<file path="src/rtl/precomp_loader_448.sv">
// precomp_loader_448: loads the x/y/t precomputed-point tables at runtime.
// Host words are assembled into 448-bit coordinates, least significant word
// first. Each coordinate is written with a one-cycle strobe. Coordinates are
// written in the order x, y, t for each entry, until entry ENTRIES-1 is done.
// Optional feature macro: PRECOMP_LOADER_CHECKSUM_EN. When it is defined,
// the loader takes one extra trailing word and checks it against a 32-bit
// wrapping sum of all accepted data words.
module precomp_loader_448 #(
  parameter int ENTRIES = 1792,
  parameter int WORDS   = 14,
  parameter int ADDR_W  = 11
) (
  input  logic                  clk,
  input  logic                  rst,
  input  logic                  start,
  input  logic [31:0]           s_data,
  input  logic                  s_valid,
  output logic                  s_ready,
  output logic [ADDR_W-1:0]     wr_addr,
  output logic [32*WORDS-1:0]   wr_data,
  output logic                  wr_x_en,
  output logic                  wr_y_en,
  output logic                  wr_t_en,
  output logic                  busy,
  output logic                  done,
  output logic                  error
);

  localparam int WCNT_W = $clog2(WORDS);

  typedef enum logic [2:0] {
    IDLE  = 3'd0,
    LOAD  = 3'd1,
    WRITE = 3'd2,
    DONE  = 3'd3
`ifdef PRECOMP_LOADER_CHECKSUM_EN
    ,CHECK = 3'd4
`endif
  } state_t;

  typedef enum logic [1:0] {
    COORD_X = 2'd0,
    COORD_Y = 2'd1,
    COORD_T = 2'd2
  } coord_t;

  state_t              state;
  coord_t              coord;
  logic [WCNT_W-1:0]   word_cnt;
  logic [ADDR_W-1:0]   entry;
`ifdef PRECOMP_LOADER_CHECKSUM_EN
  logic [31:0]         sum;
`else
  assign error = 1'b0;
`endif

  // Control FSM with registered outputs: handshake, assembly and write strobes.
  // NOTE: sequential state uses non-blocking (<=) assignments only, so every
  // register samples its inputs from before the edge.
  always_ff @(posedge clk) begin
    // NOTE: the reset is synchronous, so it is simply the first branch inside
    // the clocked block and is not in the sensitivity list.
    if (rst) begin
      state    <= IDLE;
      coord    <= COORD_X;
      word_cnt <= '0;
      entry    <= '0;
      s_ready  <= 1'b0;
      wr_addr  <= '0;
      wr_data  <= '0;
      wr_x_en  <= 1'b0;
      wr_y_en  <= 1'b0;
      wr_t_en  <= 1'b0;
      busy     <= 1'b0;
      done     <= 1'b0;
`ifdef PRECOMP_LOADER_CHECKSUM_EN
      sum      <= '0;
      error    <= 1'b0;
`endif
    end else begin
      // NOTE: strobes default low each cycle. Only the LOAD completion below
      // raises one, so each strobe lasts exactly one cycle.
      wr_x_en <= 1'b0;
      wr_y_en <= 1'b0;
      wr_t_en <= 1'b0;

      case (state)
        IDLE, DONE: begin
          if (start) begin
            coord    <= COORD_X;
            word_cnt <= '0;
            entry    <= '0;
            wr_data  <= '0;
            done     <= 1'b0;
            busy     <= 1'b1;
            s_ready  <= 1'b1;
`ifdef PRECOMP_LOADER_CHECKSUM_EN
            sum      <= '0;
            error    <= 1'b0;
`endif
            state    <= LOAD;
          end
        end

        LOAD: begin
          if (s_valid && s_ready) begin
            wr_data[32*int'(word_cnt) +: 32] <= s_data;
`ifdef PRECOMP_LOADER_CHECKSUM_EN
            sum <= sum + s_data;
`endif
            if (word_cnt == WCNT_W'(WORDS - 1)) begin
              // Last word of the coordinate: drop ready and strobe the next cycle.
              word_cnt <= '0;
              s_ready  <= 1'b0;
              wr_addr  <= entry;
              case (coord)
                COORD_X: wr_x_en <= 1'b1;
                COORD_Y: wr_y_en <= 1'b1;
                default: wr_t_en <= 1'b1;
              endcase
              state    <= WRITE;
            end else begin
              word_cnt <= word_cnt + WCNT_W'(1);
            end
          end
        end

        WRITE: begin
          case (coord)
            COORD_X: begin
              coord   <= COORD_Y;
              s_ready <= 1'b1;
              state   <= LOAD;
            end
            COORD_Y: begin
              coord   <= COORD_T;
              s_ready <= 1'b1;
              state   <= LOAD;
            end
            default: begin
              coord <= COORD_X;
              if (entry == ADDR_W'(ENTRIES - 1)) begin
`ifdef PRECOMP_LOADER_CHECKSUM_EN
                s_ready <= 1'b1;
                state   <= CHECK;
`else
                busy    <= 1'b0;
                done    <= 1'b1;
                state   <= DONE;
`endif
              end else begin
                entry   <= entry + ADDR_W'(1);
                s_ready <= 1'b1;
                state   <= LOAD;
              end
            end
          endcase
        end

`ifdef PRECOMP_LOADER_CHECKSUM_EN
        CHECK: begin
          // The trailing word is a checksum, not table data, so it is not summed.
          if (s_valid && s_ready) begin
            error   <= (s_data != sum);
            done    <= 1'b1;
            busy    <= 1'b0;
            s_ready <= 1'b0;
            state   <= DONE;
          end
        end
`endif

        default: state <= IDLE;
      endcase
    end
  end

endmodule

</file>
<file path="config.mk">
export PLATFORM = sky130hd
export DESIGN_NAME = precomp_loader_448
export DESIGN_NICKNAME = d
export VERILOG_FILES = /design/src/rtl/precomp_loader_448.sv
export SDC_FILE = /design/constraint.sdc
export NUM_CORES = 1
export LEC_CHECK = 0
export CORE_AREA = 4 4 195 197
export DETAILED_ROUTE_END_ITERATION = 16
export DIE_AREA = 0 0 199 201
export HOLD_SLACK_MARGIN = 0.1
export PLACE_DENSITY = 0.76
export SLEW_MARGIN = 20
export SYNTH_ARGS = -nofsm -noshare
export SYNTH_HDL_FRONTEND = slang
export SYNTH_SLANG_ARGS = --single-unit
</file>
<file path="constraint.sdc">
create_clock -name clk -period 5.05 [get_ports clk]
set_clock_uncertainty 0.2 [all_clocks]
set_input_delay 0.505 -clock clk [delete_from_list [all_inputs] [get_ports clk]]
set_output_delay 0.505 -clock clk [all_outputs]
set_load 0.01 [all_outputs]
</file>
Yosys cells after proc, flatten, opt, wreduce, memory -nomap -nowiden
Cells that the tools add are included.
{"block": "word_totals", "regBits": 485, "inputBits": 36, "out_inout_bits": 466, "elab_cells": 86}
{"block": "op_classes", "add_sub_neg": 3, "eq_ne": 13, "n_shift": 2, "mux": 37, "bitwise": 3, "reduce_logical": 16}
{"cell": "$mux W448", "count": 2}
{"cell": "$pmux W448 S2", "count": 1}
{"cell": "$bwmux W448", "count": 1}
{"cell": "$shift A32 B33 Y448 const A", "count": 1}
{"cell": "$shiftx A32 B33 Y448", "count": 1}
{"cell": "$mux W11", "count": 3}
{"cell": "$neg A9 Y33", "count": 1}
{"cell": "$pmux W11 S2", "count": 1}
{"cell": "$mux W1", "count": 13}
{"cell": "$mux W4", "count": 3}
{"cell": "$ne A2 B2 Y1 const B", "count": 6}
{"cell": "$add A11 B1 Y11 const B", "count": 1}
{"cell": "$eq A11 B11 Y1 const B", "count": 1}
{"cell": "$mux W3", "count": 3}
{"cell": "$pmux W3 S3", "count": 1}
{"cell": "$reduce_and A3 Y1", "count": 3}
{"cell": "$pmux W2 S2", "count": 2}
{"cell": "$pmux W4 S2", "count": 1}
{"cell": "$reduce_and A4 Y1", "count": 2}
{"cell": "$eq A3 B2 Y1 const B", "count": 2}
{"cell": "$mux W2", "count": 3}
{"cell": "$reduce_and A5 Y1", "count": 1}
{"cell": "$add A4 B1 Y4 const B", "count": 1}
{"cell": "$eq A4 B4 Y1 const B", "count": 1}
{"cell": "other kinds (14)", "count": 19}

Depth between registers and ports, before layout
{"block": "depth", "ltp_word": 5, "ltp_mapped": 11}

Worst setup path before layout
Ideal clock, no wire load.
{"block": "synth_timing", "path_kind": "flip-flop to flip-flop", "startpoint": "register word_cnt[0]", "endpoint": "register wr_data[130]", "setup_time_ps": 68, "arrival_time_ps": 2241, "t_required_ps": 4782, "slack_ps": 2541, "stages_incl_launch_ff": 11, "path_buffers": 4, "synth_period_minus_slack_ps": 2509, "cell_sequence": "dfxtp_1 -> clkbuf_1 -> inv_1 -> ha_1 -> clkbuf_1 -> inv_1 -> nand3_1 -> or3_1 -> buf_2 -> buf_6 -> o2bb2ai_2"}
{"block": "synth_between", "elab_chain_cells": 5, "word_cells_on_any_way": 6, "cone_classes": "add/sub: 1; shift: 2; mux: 3"}
{"element": "start: declaration", "line": "49", "rtl": "logic [WCNT_W-1:0] word_cnt;"}
{"element": "start signal: assignment", "line": "123", "rtl": "word_cnt <= word_cnt + WCNT_W'(1);"}
{"element": "$neg A9 Y33 (*)", "line": "107", "rtl": "wr_data[32*int'(word_cnt) +: 32] <= s_data;"}
{"element": "$shiftx A32 B33 Y448 / $shift A32 B33 Y448 (equally long branches)", "line": "107"}
{"element": "$bwmux W448 (*)", "line": "107"}
{"element": "$mux W448 (*)", "line": "106", "rtl": "if (s_valid && s_ready) begin"}
{"element": "$pmux W448 S2 (*)", "line": "87", "rtl": "case (state)"}
{"element": "end signal: indexed assignment", "line": "107"}
{"element": "end: declaration", "line": "20", "rtl": "output logic [32*WORDS-1:0] wr_data,"}
Every way passes the cells marked *; elsewhere a longest branch is shown, timed or not. The select of a mux whose other input is x is not followed.
A chain may end at the register's enable or synchronous reset.

Final worst setup path
{"block": "layout_timing", "startpoint": "register state[0]", "endpoint": "register wr_data[129]"}
{"block": "layout_between", "elab_chain_cells": 4, "word_cells_on_any_way": 9, "cone_classes": "eq/ne: 4; mux: 1; reduce/logical: 4"}
{"element": "start: declaration", "line": "47", "rtl": "state_t state;"}
{"element": "start signal: assignment", "line": "64", "rtl": "state <= IDLE;"}
{"element": "start signal: assignment", "line": "101", "rtl": "state <= LOAD;"}
{"element": "start signal: assignment", "line": "121", "rtl": "state <= WRITE;"}
{"element": "$eq A3 B2 Y1 / $logic_not A3 Y1 (equally long branches)", "line": "87"}
{"element": "$reduce_or A2 Y1", "line": "87"}
{"element": "$ne A2 B2 Y1 (no source line) / $reduce_bool A2 Y1 (equally long branches)"}
{"element": "$reduce_and A3 Y1 (no source line)"}
Several ways; a longest one is shown, not always the timed one.

==> results.cfg <==
[status]
status = finished clean

[clock_tree]
clock_path_buffers = 3
h-tree-depth = 2
cts-resized-gates = 0
cts_tree = yes
cts_hold_buffers = 0
clk_pin_slew_ns = 0.06
clock_latency_ns = 0.55
cts.sinks = 484
postCtsSetupBuffers = 0
cts_root_buffer = clkbuf_16
cts_made_buffers = 47

[drt]
viasPerCell = 5.87
drt_iter0_drc = 918
detail-route-antenna-nets = 0
drtPass1Iterations = 6
finalWirelength_microns = 58200
drcViolationCount = 0
num_vias = 13400
wl_per_cell_microns = 25.5

[critical_path]
worstPathCellList = inv_1, ha_1, and2b_4, a211oi_2, or2_1, o21ai_4, buf_4, o2bb2ai_1
cp-start-kind = register
timing.rr.start = state[0]$_SDFFE_PP0P_
reg2reg_to = wr_data[129]$_SDFFE_PP0P_
cp-end-kind = register
slowest_stage = or2_1
crit_required_ns = 5.27
worst_ep_arrival_time_ns = 3.73
cp_max_fo = 22
rr_worst_depth = 8
path_class = register to register
ff2ff_setup_slack_ns = 1.54
max_stage_delay_ns = 0.81

[layout]
final_cells = 2287
area_growth_pct = 43.3
nFillCells = 2861
multi_input_area_sq_um = 5800
layout-drive-gt1-share_pct = 8.69
post-route-util_pct = 63.3
nets = 1828
fin_area_sq_um = 22900
seqCellArea_sq_um = 9690
diodes = 0

[yosys]
synth_fa_ha_area_share_pct = 0.625
synth_top_family_by_area = compound AO/OA/AOI/OAI gates
synth.avg_cell_area_sq_um = 11.9
synth-simple-area-share_pct = 5.84
synth_top_area_share_pct = 60.5
yosysSeqAreaShare_pct = 60.5
synthCells = 1350
synth_nets = 1394
synth-compound-area-share_pct = 28.0
synthTopCellsByArea = dfxtp_1, a22o_1, a32o_1
synth_most_common_cell = dfxtp_1
synth_flop_cell = dfxtp_1
synth-async-reset-ratio_pct = 0
yosysTopAreaCell = dfxtp_1
synthMuxAreaShare_pct = 0.125
ys_types = 56
synth_commonest_cells = dfxtp_1, a22o_1, o2bb2ai_1
ys_seq_elements = 484
synth_area_sq_um = 16000
synth_edf_count = 0
synthXorXnorAreaFrac_pct = 0.602
synth_warnings = 0

[place]
place.gp.congestion = 0.876
placed_area_sq_um = 21300
io_buffers = 500
dp_hpwl_microns = 39800
dp_cells = 2201
preCtsSetupSlack_ns = 1.26

[grt]
grt_pass1_vias = 13300
grt_use_total_pct = 27.8
antenna_found_initial = 0
grt_pass1_wl_microns = 86500
gr-total-overflow = 0
grt_max_degree = 98

[die]
start_util_pct = 44.2
dieArea_sq_um = 40000
die_w_microns = 199
ios = 502
die_h_microns = 201
rows = 70
core_area_sq_um = 36300

[min_path]
worstHoldEndpoint = wr_data[126]$_SDFFE_PP0P_
min_from = wr_data[126]$_SDFFE_PP0P_
holdPathStages = 2
hp-class = register to register

[power_and_ir_drop]
design_power_total_mw = 9.46
ir_drop_mv = 0.326
p_per_area_nw_per_um2 = 412
p_leak_nw = 7.99

[sta]
relSlewSlack_pct = 26.1
hold_slack_ns = 0.246
period_minus_slack_ns = 3.51
rsz0062_at_grt = false
fin_crit_sh_pct = 69.6
drv_slew = 0
setup_violations = 0
worst_pin_slew_ns = 1.10
setup_tns_ns = 0
hold_violations = 0
fin_ws_ns = 1.54
max_freq_ghz = 0.285

[run]
cap_viol_max_count = 0
## per-layer routing
layer  share of wire [%]  global-route usage (%)  vias up
li1                    -                       -     5995
met1                  40                    34.4     6694
met2                  49                    47.1      621
met3                 8.5                    6.86      118
met4                 3.5                    9.55        0
met5                   0                       0        -
## sequential cells by signal, indices dropped and copies added, names as in the netlist
name and cells:
wr_data 448, entry 11, wr_addr 11, word_cnt 4, coord 2, state 2
busy 1, done 1, s_ready 1, wr_t_en 1, wr_x_en 1, wr_y_en 1
## layout by cell type, fill, tap and decap left out, types with 13 or more instances in the layout
cell	Yosys	layout
a21oi_1	18	18
clkbuf_16	0	49
nand2_1	95	95
nand3_1	13	13
a22o_1	212	212
dfxtp_1	484	484
o2bb2ai_1	100	100
nor2_1	35	32
clkdlybuf4s50_1	0	500
o2bb2ai_2	30	30
a32o_1	95	95
buf_4	7	20
## power by group
group	total [mW]	internal, mW	switching (mW)
Combinational	1.92	0.397	1.53
Sequential	3.87	3.85	0.0217
Clock	3.67	2.20	1.47
Total	9.46	6.44	3.02
## worst max path at each step
| stage | end | from | slack, ns |
|---|---|---|---|
| after CTS | wr_data[364]$_SDFFE_PP0P_ | state[0]$_SDFFE_PP0P_ | 1.50 |
| final | wr_data[129]$_SDFFE_PP0P_ | state[0]$_SDFFE_PP0P_ | 1.54 |
| after global routing | wr_data[128]$_SDFFE_PP0P_ | state[0]$_SDFFE_PP0P_ | 1.35 |
| after detailed placement | wr_data[367]$_SDFFE_PP0P_ | start | 1.26 |
| after floorplan | wr_data[130]$_SDFFE_PP0P_ | word_cnt[0]$_SDFFE_PP0P_ | 2.54 |
| after global placement | wr_data[353]$_SDFFE_PP0P_ | s_valid | 1.40 |
## critical path: cells and delay by family, from the launching register on
family | cells | cell delay (ns)
buffers and inverters | 2 | 0.44
AO/OA/AOI/OAI | 3 | 0.94
AND/OR/NAND/NOR | 2 | 1.04
adder cells (fa/ha/maj) | 1 | 0.37
flip-flops | 1 | 0.38
## logic make-up (layout without fill, tap and decap cells)
logic type / after synthesis / after routing
and+or+nand+nor: 199 / 199
adders and majority gates: 8 / 8
other: 1 / 1
DFF: 484 / 484
buffers and inverters: 147 / 616
AOI/OAI and AO/OA: 498 / 498
xor gates and xnor gates: 11 / 11
muxes: 2 / 2
## cell type report
| type | count | share of cell area, % |
|---|---|---|
| multi-input cells | 719 | 25.3 |
| clock inverters | 17 | 1.09 |
| repair buffers | 522 | 22.7 |
| well taps | 468 | 2.55 |
| clock buffers | 67 | 5.99 |
| flip-flops and latches | 484 | 42.2 |
| inverters | 10 | 0.164 |
Power figures use the tool's default switching activity.
